===== src/rtl/bcd_stopwatch_if.sv =====
// Button inputs and display outputs of the BCD stopwatch.
// The master side presses the buttons and the slave side drives the display.
interface bcd_stopwatch_if;
    logic       start_stop;
    logic       lap;
    logic       clear;
    logic [3:0] digit0;
    logic [3:0] digit1;
    logic [3:0] digit2;
    logic [3:0] digit3;
    logic       running;
    logic       lap_active;
    logic       wrap;

    modport master (
        output start_stop, lap, clear,
        input  digit0, digit1, digit2, digit3, running, lap_active, wrap
    );

    modport slave (
        input  start_stop, lap, clear,
        output digit0, digit1, digit2, digit3, running, lap_active, wrap
    );
endinterface


===== src/rtl/bcd_stopwatch.sv =====
// Four-digit BCD stopwatch (SS.hh, 00.00-59.99) with start/stop, lap and clear buttons.
// Produces a 100 Hz tick from the board clock and feeds the seven-segment decoders.
module bcd_stopwatch #(
    parameter int TICK_DIV = 500000
) (
    input  logic            clk,
    input  logic            rst,
    bcd_stopwatch_if.slave  bus
);
    localparam int PW = (TICK_DIV > 1) ? $clog2(TICK_DIV) : 1;
    localparam logic [PW-1:0] PRE_LAST = PW'(TICK_DIV - 1);

    localparam logic [1:0] ST_STOPPED = 2'd0;
    localparam logic [1:0] ST_RUNNING = 2'd1;
    localparam logic [1:0] ST_LAP     = 2'd2;

    // Bit order in the button vectors: {clear, lap, start_stop}
    logic [2:0] btn_s1, btn_s2, btn_h, btn_ev;
    logic       ev_ss, ev_lap, ev_clr;

    logic [1:0]    state, state_nxt;
    logic [PW-1:0] pre;
    logic          counting, tick, zero_cnt;

    logic [3:0] d0_p0, d1_p0, d2_p0, d3_p0;
    logic [3:0] d0_p1, d1_p1, d2_p1, d3_p1;
    logic       wrap_p0, wrap_p1;
    logic [4:0] s0, s1, s2, s3;

    // Returns {carry_out, next_digit}; the digit only moves when carry_in is set.
    function automatic logic [4:0] bcd_step(input logic [3:0] d, input logic [3:0] last,
                                            input logic cin);
        if (!cin)
            return {1'b0, d};
        if (d == last)
            return {1'b1, 4'd0};
        return {1'b0, d + 4'd1};
    endfunction

    assign btn_ev = btn_s2 & ~btn_h;
    assign ev_ss  = btn_ev[0];
    assign ev_lap = btn_ev[1];
    assign ev_clr = btn_ev[2];

    assign counting = (state != ST_STOPPED);
    assign tick     = counting && (pre == PRE_LAST);
    assign zero_cnt = (state == ST_STOPPED) && ev_clr;

    always_comb begin
        s0 = bcd_step(d0_p0, 4'd9, tick);
        s1 = bcd_step(d1_p0, 4'd9, s0[4]);
        s2 = bcd_step(d2_p0, 4'd9, s1[4]);
        s3 = bcd_step(d3_p0, 4'd5, s2[4]);
    end

    // start_stop takes priority over lap whenever both arrive together
    always_comb begin
        state_nxt = state;
        case (state)
            ST_STOPPED: if (ev_ss) state_nxt = ST_RUNNING;
            ST_RUNNING: begin
                if (ev_ss)       state_nxt = ST_STOPPED;
                else if (ev_lap) state_nxt = ST_LAP;
            end
            ST_LAP: begin
                if (ev_ss)       state_nxt = ST_STOPPED;
                else if (ev_lap) state_nxt = ST_RUNNING;
            end
            default: state_nxt = ST_STOPPED;
        endcase
    end

    always_ff @(posedge clk) begin
        if (rst) begin
            btn_s1  <= '0;
            btn_s2  <= '0;
            btn_h   <= '0;
            state   <= ST_STOPPED;
            pre     <= '0;
            d0_p0   <= '0;
            d1_p0   <= '0;
            d2_p0   <= '0;
            d3_p0   <= '0;
            wrap_p0 <= 1'b0;
            d0_p1   <= '0;
            d1_p1   <= '0;
            d2_p1   <= '0;
            d3_p1   <= '0;
            wrap_p1 <= 1'b0;
        end else begin
            btn_s1 <= {bus.clear, bus.lap, bus.start_stop};
            btn_s2 <= btn_s1;
            btn_h  <= btn_s2;
            state  <= state_nxt;

            // Prescaler holds while stopped so the sub-tick phase survives stop/start
            if (zero_cnt)
                pre <= '0;
            else if (tick)
                pre <= '0;
            else if (counting)
                pre <= pre + 1'b1;

            // Stage p0: live count
            if (zero_cnt) begin
                d0_p0 <= '0;
                d1_p0 <= '0;
                d2_p0 <= '0;
                d3_p0 <= '0;
            end else begin
                d0_p0 <= s0[3:0];
                d1_p0 <= s1[3:0];
                d2_p0 <= s2[3:0];
                d3_p0 <= s3[3:0];
            end
            wrap_p0 <= s3[4];

            // Stage p1: display register, frozen while in LAP
            if (state != ST_LAP) begin
                d0_p1 <= d0_p0;
                d1_p1 <= d1_p0;
                d2_p1 <= d2_p0;
                d3_p1 <= d3_p0;
            end
            wrap_p1 <= wrap_p0;
        end
    end

    assign bus.digit0     = d0_p1;
    assign bus.digit1     = d1_p1;
    assign bus.digit2     = d2_p1;
    assign bus.digit3     = d3_p1;
    assign bus.wrap       = wrap_p1;
    assign bus.running    = (state == ST_RUNNING) || (state == ST_LAP);
    assign bus.lap_active = (state == ST_LAP);
endmodule


===== src/flat_wrapper.sv =====
// flat-port wrapper written by rule: the top's interface ports become plain ports
module bcd_stopwatch_flat 
#(
    parameter int TICK_DIV = 500000
)
  (clk, rst, bus_start_stop, bus_lap, bus_clear, bus_digit0, bus_digit1, bus_digit2, bus_digit3, bus_running, bus_lap_active, bus_wrap);
  bcd_stopwatch_if bus_i ();
  input  logic clk;
  input  logic rst;
  input wire logic [$bits(bus_i.start_stop)-1:0] bus_start_stop;
  input wire logic [$bits(bus_i.lap)-1:0] bus_lap;
  input wire logic [$bits(bus_i.clear)-1:0] bus_clear;
  output wire logic [$bits(bus_i.digit0)-1:0] bus_digit0;
  output wire logic [$bits(bus_i.digit1)-1:0] bus_digit1;
  output wire logic [$bits(bus_i.digit2)-1:0] bus_digit2;
  output wire logic [$bits(bus_i.digit3)-1:0] bus_digit3;
  output wire logic [$bits(bus_i.running)-1:0] bus_running;
  output wire logic [$bits(bus_i.lap_active)-1:0] bus_lap_active;
  output wire logic [$bits(bus_i.wrap)-1:0] bus_wrap;
  assign bus_i.start_stop = bus_start_stop;
  assign bus_i.lap = bus_lap;
  assign bus_i.clear = bus_clear;
  assign bus_digit0 = bus_i.digit0;
  assign bus_digit1 = bus_i.digit1;
  assign bus_digit2 = bus_i.digit2;
  assign bus_digit3 = bus_i.digit3;
  assign bus_running = bus_i.running;
  assign bus_lap_active = bus_i.lap_active;
  assign bus_wrap = bus_i.wrap;
  bcd_stopwatch #(.TICK_DIV(TICK_DIV)) u_core (.clk(clk), .rst(rst), .bus(bus_i));
endmodule

===== config.mk =====
export PLATFORM = sky130hd
export DESIGN_NAME = bcd_stopwatch_flat
export DESIGN_NICKNAME = d
export VERILOG_FILES = /design/src/rtl/bcd_stopwatch_if.sv /design/src/rtl/bcd_stopwatch.sv /design/src/flat_wrapper.sv
export SDC_FILE = /design/constraint.sdc
export NUM_CORES = 1
export LEC_CHECK = 0
export BUFFER_PORTS_ARGS = -buffer_cell sky130_fd_sc_hd__buf_2
export CORE_MARGIN = 1.5
export CORE_UTILIZATION = 39
export DETAILED_ROUTE_END_ITERATION = 8
export GPL_TIMING_DRIVEN = 0
export PLACE_DENSITY = 0.66
export SKIP_CTS_REPAIR_TIMING = 1
export SKIP_LAST_GASP = 1
export SYNTH_ARGS = -nofsm -noshare
export SYNTH_HDL_FRONTEND = slang
export SYNTH_SLANG_ARGS = --single-unit

===== constraint.sdc =====
create_clock -name clk -period 4.4 [get_ports clk]
set_input_delay 0.66 -clock clk [delete_from_list [all_inputs] [get_ports clk]]
set_output_delay 0.66 -clock clk [all_outputs]
set_load 0.01 [all_outputs]

==> out/metrics.cfg, run 1 <==
[layout]
drive_above_1_share_pct=13.39
area_delta_synth_final_pct=14.28
fill_cells=722
nets=364
diodes=0

[drt]
wirelength_mm=5.796
top_layer=met4
wire_per_inst_um=12.88
wl_met2_mm=2.697
drt_iter0_drc=101
remaining_drc_errors=0
vias=2322
ant_nets=0
first_pass_iters=5
drt-met1-wl_mm=2.871
wl_met3_um=138
via_per_inst=5.160

[critical_path]
crit_path_max_incr_delay_ps=470
cp_top_family=buffers and inverters
worstPathArrival_ps=2720
worstSetupStartpointType=flip-flop
crit_buf_inv=3
cp-end-kind=flip-flop
crit_chain=inv_1 -> ha_1 -> and4b_1 -> nand4_1 -> clkbuf_1 -> o21ai_2 -> buf_2 -> nor2_1
crit_required_ps=4630
cp_slowest_cell=o21ai_2
r2r_cells=8
crit_type=flip-flop to flip-flop
worstSetupPathDepth=8
critPathMaxFanout=10

[pwr]
switching_power_uw=253.0
swShare_pct=23.73
seqPwrFrac_pct=54.9
vdd_drop_max_mv=0.1500
comb_power_share_pct=3.2
clkPwrFrac_pct=41.9
power_density_nw_per_um2=322.7
totalPowerFinal_uw=1066
p_leak_uw=0.001203
intPower_uw=813.4

[clock_tree]
cts_made_buffers=9
htree_levels=3
cts_max_path_buffers=2
worstSkewPairLatency_ps=340
clock-root-buffer=clkbuf_8
clock-sinks=64
cts_tree=yes
clk_pin_slew_worst_paths_ps=70

[logic_synthesis]
synthesis.nets=330
synth_edf_count=0
yosysSeqAreaShare_pct=44.31
synth-seq-cells=64
synth_common_cells=dfxtp_1 (64), nor2_1 (31), mux2i_1 (22), a21oi_1 (18), inv_1 (15)
synth_area_um2=2892
yosys_warnings=0
synth_ff_type=dfxtp_1
synthTopCellsByArea=dfxtp_1 (44%), mux2i_1 (7.6%), ha_1 (5.6%)
yosysMostFrequentCell=dfxtp_1
synthCells=312
ys_async_sr_fraction_pct=0
synth_top_cell_by_area=dfxtp_1
syn_area_per_cell_um2=9.268
synth_top_area_share_pct=44.31
synth_cell_types=43

[floorplan]
dieWidth_um=89.11
start_util_pct=40.08
design.core.area_um2=7214
rows=31
die_area_um2=7940
io_pins=24
die_h_um=89.11

[timing]
fin_ws_ps=1907
relSlewSlack_pct=40.88
min_period_over_period_pct=56.66
rsz0062_at_grt=false
setup_viol=0
worst_slew_pin_slew_ps=882.6
fmax_ghz=0.4011
finalSetupTns_ps=0
finalCriticalPeriod_ps=2493
final_max_slew_viol_count=0
finClkSkew_ps=7.183
hold_violations=0

[global_route]
grt.total_usage_pct=15.96
grt_first_pass_wirelength_mm=9.715
first_global_vias=2048
grt_max_degree=12
antenna_found_initial=0
grt_overflow=0

[job]
drv_cap=0

[placed_design]
gp_congestion=0.7965
io_buffers=23
dpl.hpwl_mm=4.012
post-place-ws_ps=1911

[hold_path]
hold_depth=1
hp-class=flip-flop to flip-flop

[status]
status=finished clean

-- kinds of logic (layout without fill, tap and decap cells) --
family	Yosys count	count (layout)	synth area share, %
and+or+nand+nor	125	125	25.31
xor gates and xnor gates	10	10	3.029
AOI/OAI and AO/OA	48	48	9.866
muxes	23	23	8.005
buffers and inverters	29	68	3.851
DFF	64	64	44.31
adders and majority gates	13	13	5.625
-- per-layer routing --
layer,vias to the layer above,GRT usage [%]
li1,1181,-
met1,1109,20.77
met2,25,25.02
met3,7,4.801
met4,0,5.874
met5,-,0
-- area by class of cell --
cell class	instances	area [um2]	share of cell area, %
repair buffers	23	115.1	3.484
plain buffers	14	55.05	1.666
multi-input cells	219	1499	45.36
well taps	99	123.9	3.749
flip-flops and latches	64	1281	38.77
clock buffers	11	141.4	4.279
clock inverters	5	32.53	0.9845
inverters	15	56.30	1.704
-- worst reg2reg max path: cells and delay by family, from the launching register on --
family | cells | cell delay, ps
flip-flops | 1 | 380
AO/OA/AOI/OAI | 1 | 470
adder cells (fa/ha/maj) | 1 | 220
buffers and inverters | 3 | 690
AND/OR/NAND/NOR | 3 | 620
-- power groups by stage --
stage	Sequential (uW)	Clock, uW	Combinational, uW
2_1_floorplan	599	0	24.1
3_3_place_gp	599	0	33.6
3_5_place_dp	599	0	34.1
4_1_cts	586	461	34.4
5_1_grt	586	490	37.7
6_report	586	447	33.8
-- through the flow --
stage	cell area, um2	instances	hold slack [ps]	util (%)
CTS	3304	450	443.4	45.80
finish	3304	450	439.7	45.80
detailed placement	3131	434	425.8	43.39
global route	3304	450	457.7	45.80
floorplan	2892	312	413.8	-
global placement	3131	434	416.4	43.39
-- state kept, by name (all words and copies together), names as in the netlist --
signal	cells
u_core.bus.digit0	4
u_core.btn_s2	3
u_core.pre	19
u_core.d1_p0	4
u_core.d0_p0	4
u_core.d3_p0	4
u_core.bus.digit2	4
u_core.bus.wrap	1
u_core.btn_h	3
u_core.d2_p0	4
u_core.bus.digit1	4
u_core.bus.digit3	4
u_core.btn_s1	3
u_core.wrap_p0	1
u_core.state	2
-- path summary, 6_finish.rpt --
| check | from | to | slack (ps) |
|---|---|---|---|
| hold reg to reg | u_core.btn_s1[2]$_SDFF_PP0_ | u_core.btn_s2[2]$_SDFF_PP0_ | 440 |
| setup / recovery | u_core.state[0]$_SDFFE_PP0P_ | u_core.pre[8]$_SDFFE_PP0P_ | 1910 |
| hold / removal | u_core.btn_s1[2]$_SDFF_PP0_ | u_core.btn_s2[2]$_SDFF_PP0_ | 440 |
| setup reg to reg | u_core.state[0]$_SDFFE_PP0P_ | u_core.pre[8]$_SDFFE_PP0P_ | 1910 |
-- layout by cell type (no fill, tap or decap), types with 3 or more instances in the layout --
master and instances:
clkinvlp_4 3, a21oi_1 18, mux2i_1 22, nand4_1 7, o31ai_1 6, clkbuf_1 13
xnor2_1 6, nor2_1 31, buf_2 25, and3b_1 4, or3_1 8, nand2_1 14
o21ai_0 9, ha_1 13, clkbuf_8 10, or4_1 10, nor2b_1 13, nand3_1 10
inv_1 15, xor2_1 4, o21ai_1 6, dfxtp_1 64, nor3_1 9
Note: power is estimated with default switching activity, not from simulation.
==> run 2: changes to the inputs <==
- clock period: 4.4 -> 2.3 ns (I/O delays scaled with it)
==> run 2 against run 1 <==
  * Clock power is 92% higher
  * Clock skew hardly changed
  * Sequential cell count is the same
  * Power increased by 92%
  * Sequential power rose by 91%
  * Critical path depth fell by 1
  * Global-route usage stayed put
  * Critical endpoint is now u_core.pre[17]$_SDFFE_PP0P_
==> out/metrics.cfg, run 2 (synthesized netlist as in run 1, its figures left out) <==
[pwr]
vdd_drop_max_mv=0.2904
p_leak_uw=0.001249
power_density_nw_per_um2=605.5
totalPowerFinal_uw=2051

[timing]
setup_viol=0
finalCriticalPeriod_ps=2191
holdWs_ps=209.0
worst_slew_pin_slew_ps=684.6
min_period_over_period_pct=95.25
fmax_ghz=0.4565
final_max_slew_viol_count=0
rsz0062_at_grt=false
relSlewSlack_pct=54.36
hold_violations=0
finClkSkew_ps=7.624

[drt]
wirelength_mm=5.937
vias=2372
first_pass_iters=4
via_per_inst=5.190
wire_per_inst_um=12.99
remaining_drc_errors=0
drt_iter0_drc=136
ant_nets=0

[floorplan]
die_area_um2=7940
design.core.area_um2=7214
start_util_pct=40.08
io_pins=24
rows=31
dieWidth_um=89.11
die_h_um=89.11

[layout]
regMostFlops=u_core.pre
diodes=0
largest_reg_flops=19
drive_above_1_share_pct=16.76
stdcell_area_um2=3387
multi_input_area_um2=1513
final_util_pct=46.95
layout_common_cells=dfxtp_1 (62), nor2_1 (31), buf_2 (23)
nets=371
final-seq-area_um2=1284
layout_commonest_cell=dfxtp_1
fill_cells=714
area_delta_synth_final_pct=17.14

[placed_design]
gp_congestion=0.7965
io_buffers=23
dpl.hpwl_mm=4.012
place_area_um2=3131

[clock_tree]
cts_tree=yes
cts_made_buffers=9
clock-sinks=64
cts_max_path_buffers=2
clk_pin_slew_worst_paths_ps=70
htree_levels=3
clock-root-buffer=clkbuf_8
worstSkewPairLatency_ps=340

[critical_path]
crit_type=flip-flop to flip-flop
startpoint=u_core.state[1]$_SDFFE_PP0P_
worstSetupStartpointType=flip-flop
crit_required_ps=2580
r2r_start=u_core.state[1]$_SDFFE_PP0P_
cp-end-kind=flip-flop
worstPathArrival_ps=2470
critPathMaxFanout=7

[global_route]
grt_overflow=0
grt_first_pass_wirelength_mm=9.715
first_global_vias=2048
antenna_found_initial=0
grt_max_degree=12
grt.total_usage_pct=15.96

[hold_path]
hp-class=primary input to flip-flop
hp-start=bus_lap

[job]
drv_cap=0

[status]
status=finished clean

run 2: cell types whose count changed in the layout (fill, tap and decap cells not counted), sizes merged:
cell and change:
buf +7
run 2: layout make-up:
type,instances,area share [%]
timing repair buffer,31,5.172
tap,99,3.657
clock buffer,11,4.174
buffer,13,1.810
sequential,64,37.90
multi-input combinational,219,44.66
inverter,15,1.662
clock inverter,5,0.9605
run 2: per-layer routing:
layer / global-route usage, % / vias to the layer above / wire, um
met5: 0 / - / 0
met4: 5.874 / 0 / 100
met3: 4.801 / 9 / 149
li1: - / 1198 / -
met2: 25.02 / 32 / 2802
met1: 20.77 / 1133 / 2884
run 2: worst paths after layout:
check | to | slack [ps] | cells past startpoint
setup / recovery | u_core.pre[17]$_SDFFE_PP0P_ | 110 | 7
hold / removal | u_core.btn_s1[1]$_SDFF_PP0_ | 210 | 2
setup reg to reg | u_core.pre[17]$_SDFFE_PP0P_ | 110 | 7
hold reg to reg | u_core.btn_s2[2]$_SDFF_PP0_ | 440 | 1
run 2: metrics by stage:
stage                     setup slack, ps  std cells  setup TNS [ps]
after global routing                7.505        457               0
after detailed placement           -189.2        434           -1729
after floorplan                     146.7        312               0
after CTS                          -242.9        450           -2154
final                               109.3        457               0
after global placement             -160.6        434           -1570
run 2: power by group:
| part | leakage [uW] | switching [uW] | internal [uW] | total (uW) |
|---|---|---|---|---|
| sequential | 0.000518 | 4.13 | 1120 | 1120 |
| combinational | 0.000650 | 44.0 | 28.7 | 72.7 |
| clock | 0.0000813 | 441 | 416 | 857 |
run 2: critical path: stages, from the launching register on:
cell and delay (ps):
dfxtp_2 350, inv_1 60, ha_1 200, nand4b_4 200, or4_1 540, buf_4 170
or4_4 480, a21oi_2 130
==> run 3: changes to the inputs <==
- CELL_PAD_IN_SITES_DETAIL_PLACEMENT: unset -> 0
- CELL_PAD_IN_SITES_GLOBAL_PLACEMENT: unset -> 1
- PLACE_DENSITY: 0.66 -> 0.79
==> run 3 against run 2 <==
  * Combinational power shrank 1%
  * Global-route usage fell by 0.40 points
  * Sequential cell count did not move
  * Final area up 2.1%
  * Utilization up 0.99 points
  * Worst setup slack worse by 14 ps
  * Non-clock buffer count decreased by 1
  * Die area did not move
  * Critical endpoint unchanged
  * Largest power group is now the clock network
==> out/metrics.cfg, run 3 (synthesized netlist as in run 1, its figures left out) <==
[pwr]
switching_power_uw=506.2
power_density_nw_per_um2=695.9
clkPwrFrac_pct=50.4
intPower_uw=1900
swShare_pct=21.03
vdd_drop_max_mv=0.4792
comb_power_share_pct=3.0
seqPwrFrac_pct=46.6
totalPowerFinal_uw=2407
p_leak_uw=0.001286

[layout]
stdcell_area_um2=3458
regMostFlops=u_core.pre
largest_reg_flops=19
layout_common_cells=dfxtp_1 (62), nor2_1 (31), buf_2 (23)
diodes=0
area_delta_synth_final_pct=19.60
multi_input_area_um2=1513
drive_above_1_share_pct=16.81
nets=370
fill_cells=718
layout_commonest_cell=dfxtp_1
final-seq-area_um2=1284

[drt]
wire_per_inst_um=12.62
ant_nets=0
remaining_drc_errors=0
wirelength_mm=5.755
first_pass_iters=4
via_per_inst=5.086
vias=2319
drt_iter0_drc=126

[clock_tree]
clock-root-buffer=clkbuf_8
clock-sinks=64
cts_max_path_buffers=2
cts_made_buffers=9
clk_pin_slew_worst_paths_ps=80
cts_tree=yes
worstSkewPairLatency_ps=340
htree_levels=3

[timing]
min_period_over_period_pct=95.87
relSlewSlack_pct=53.10
rsz0062_at_grt=true
setup_viol=0
finClkSkew_ps=6.547
worst_slew_pin_slew_ps=703.5
holdWs_ps=211.3
fin_ws_ps=94.97
fmax_ghz=0.4535
final_max_slew_viol_count=0
finalSetupTns_ps=0
hold_violations=0
finalCriticalPeriod_ps=2205

[critical_path]
ff2ff_setup_slack_ps=90
worstPathArrival_ps=2490
crit_type=flip-flop to flip-flop
crit_required_ps=2580
critPathMaxFanout=7
r2r_end=u_core.pre[17]$_SDFFE_PP0P_
worstSetupStartpointType=flip-flop
cp-end-kind=flip-flop
r2r_start=u_core.state[0]$_SDFFE_PP0P_
r2r_cells=7

[status]
status=finished clean

[floorplan]
rows=31
die_area_um2=7940
die_h_um=89.11
dieWidth_um=89.11
start_util_pct=40.08
design.core.area_um2=7214
io_pins=24

[global_route]
antenna_found_initial=0
grt.total_usage_pct=15.56
first_global_vias=1978
grt_overflow=0
grt_first_pass_wirelength_mm=9.328
grt_max_degree=13

[hold_path]
holdPathEnd=u_core.btn_s1[1]$_SDFF_PP0_
hold_depth=2
hp-start=bus_lap
hp-class=primary input to flip-flop

[placed_design]
dpl.hpwl_mm=4.019
place_area_um2=3131
gp_congestion=0.7944
io_buffers=23
post-place-ws_ps=-205.1

[job]
drv_cap=0

## run 3: power by group through the flow
stage | registers (uW) | clock network, uW | logic, uW
floorplan | 1150 | 0 | 46.0
global placement | 1150 | 0 | 65.2
detailed placement | 1150 | 0 | 65.5
CTS | 1120 | 1240 | 65.9
global route | 1120 | 1290 | 79.4
finish | 1120 | 1210 | 72.0
## run 3: cell type report
cell class / count / share of cell area, %
clock inverters: 6 / 3.328
flip-flops and latches: 64 / 37.12
plain buffers: 13 / 1.773
well taps: 99 / 3.582
repair buffers: 30 / 4.848
inverters: 15 / 1.628
multi-input cells: 219 / 43.74
clock buffers: 10 / 3.980
## run 3: worst max-delay path by stage
| stage | startpoint | endpoint |
|---|---|---|
| floorplan | u_core.state[0]$_SDFFE_PP0P_ | u_core.pre[17]$_SDFFE_PP0P_ |
| global placement | u_core.state[0]$_SDFFE_PP0P_ | u_core.pre[3]$_SDFFE_PP0P_ |
| detailed placement | u_core.state[0]$_SDFFE_PP0P_ | u_core.pre[7]$_SDFFE_PP0P_ |
| CTS | u_core.state[0]$_SDFFE_PP0P_ | u_core.pre[6]$_SDFFE_PP0P_ |
| global route | u_core.state[0]$_SDFFE_PP0P_ | u_core.pre[17]$_SDFFE_PP0P_ |
| finish | u_core.state[0]$_SDFFE_PP0P_ | u_core.pre[17]$_SDFFE_PP0P_ |
## run 3: critical path, cell delays in order (launching register included)
cell      delay [ps]
dfxtp_2          360
inv_1             60
ha_1             220
nand4b_4         200
or4_1            530
buf_4            170
or4_4            480
a21oi_2          130
## run 3: per-stage QoR
stage               util, %  instances
floorplan                 -        312
global placement      43.39        434
detailed placement    43.39        434
CTS                   46.90        450
global route          47.94        456
finish                47.94        456
## run 3: layer usage
metal	GRT usage, %	up-vias	part of all wire (%)
met3	5.540	6	3.3
met1	21.49	1084	51
met2	22.62	36	45
met4	5.035	0	1.1
li1	-	1193	-
met5	0	-	0
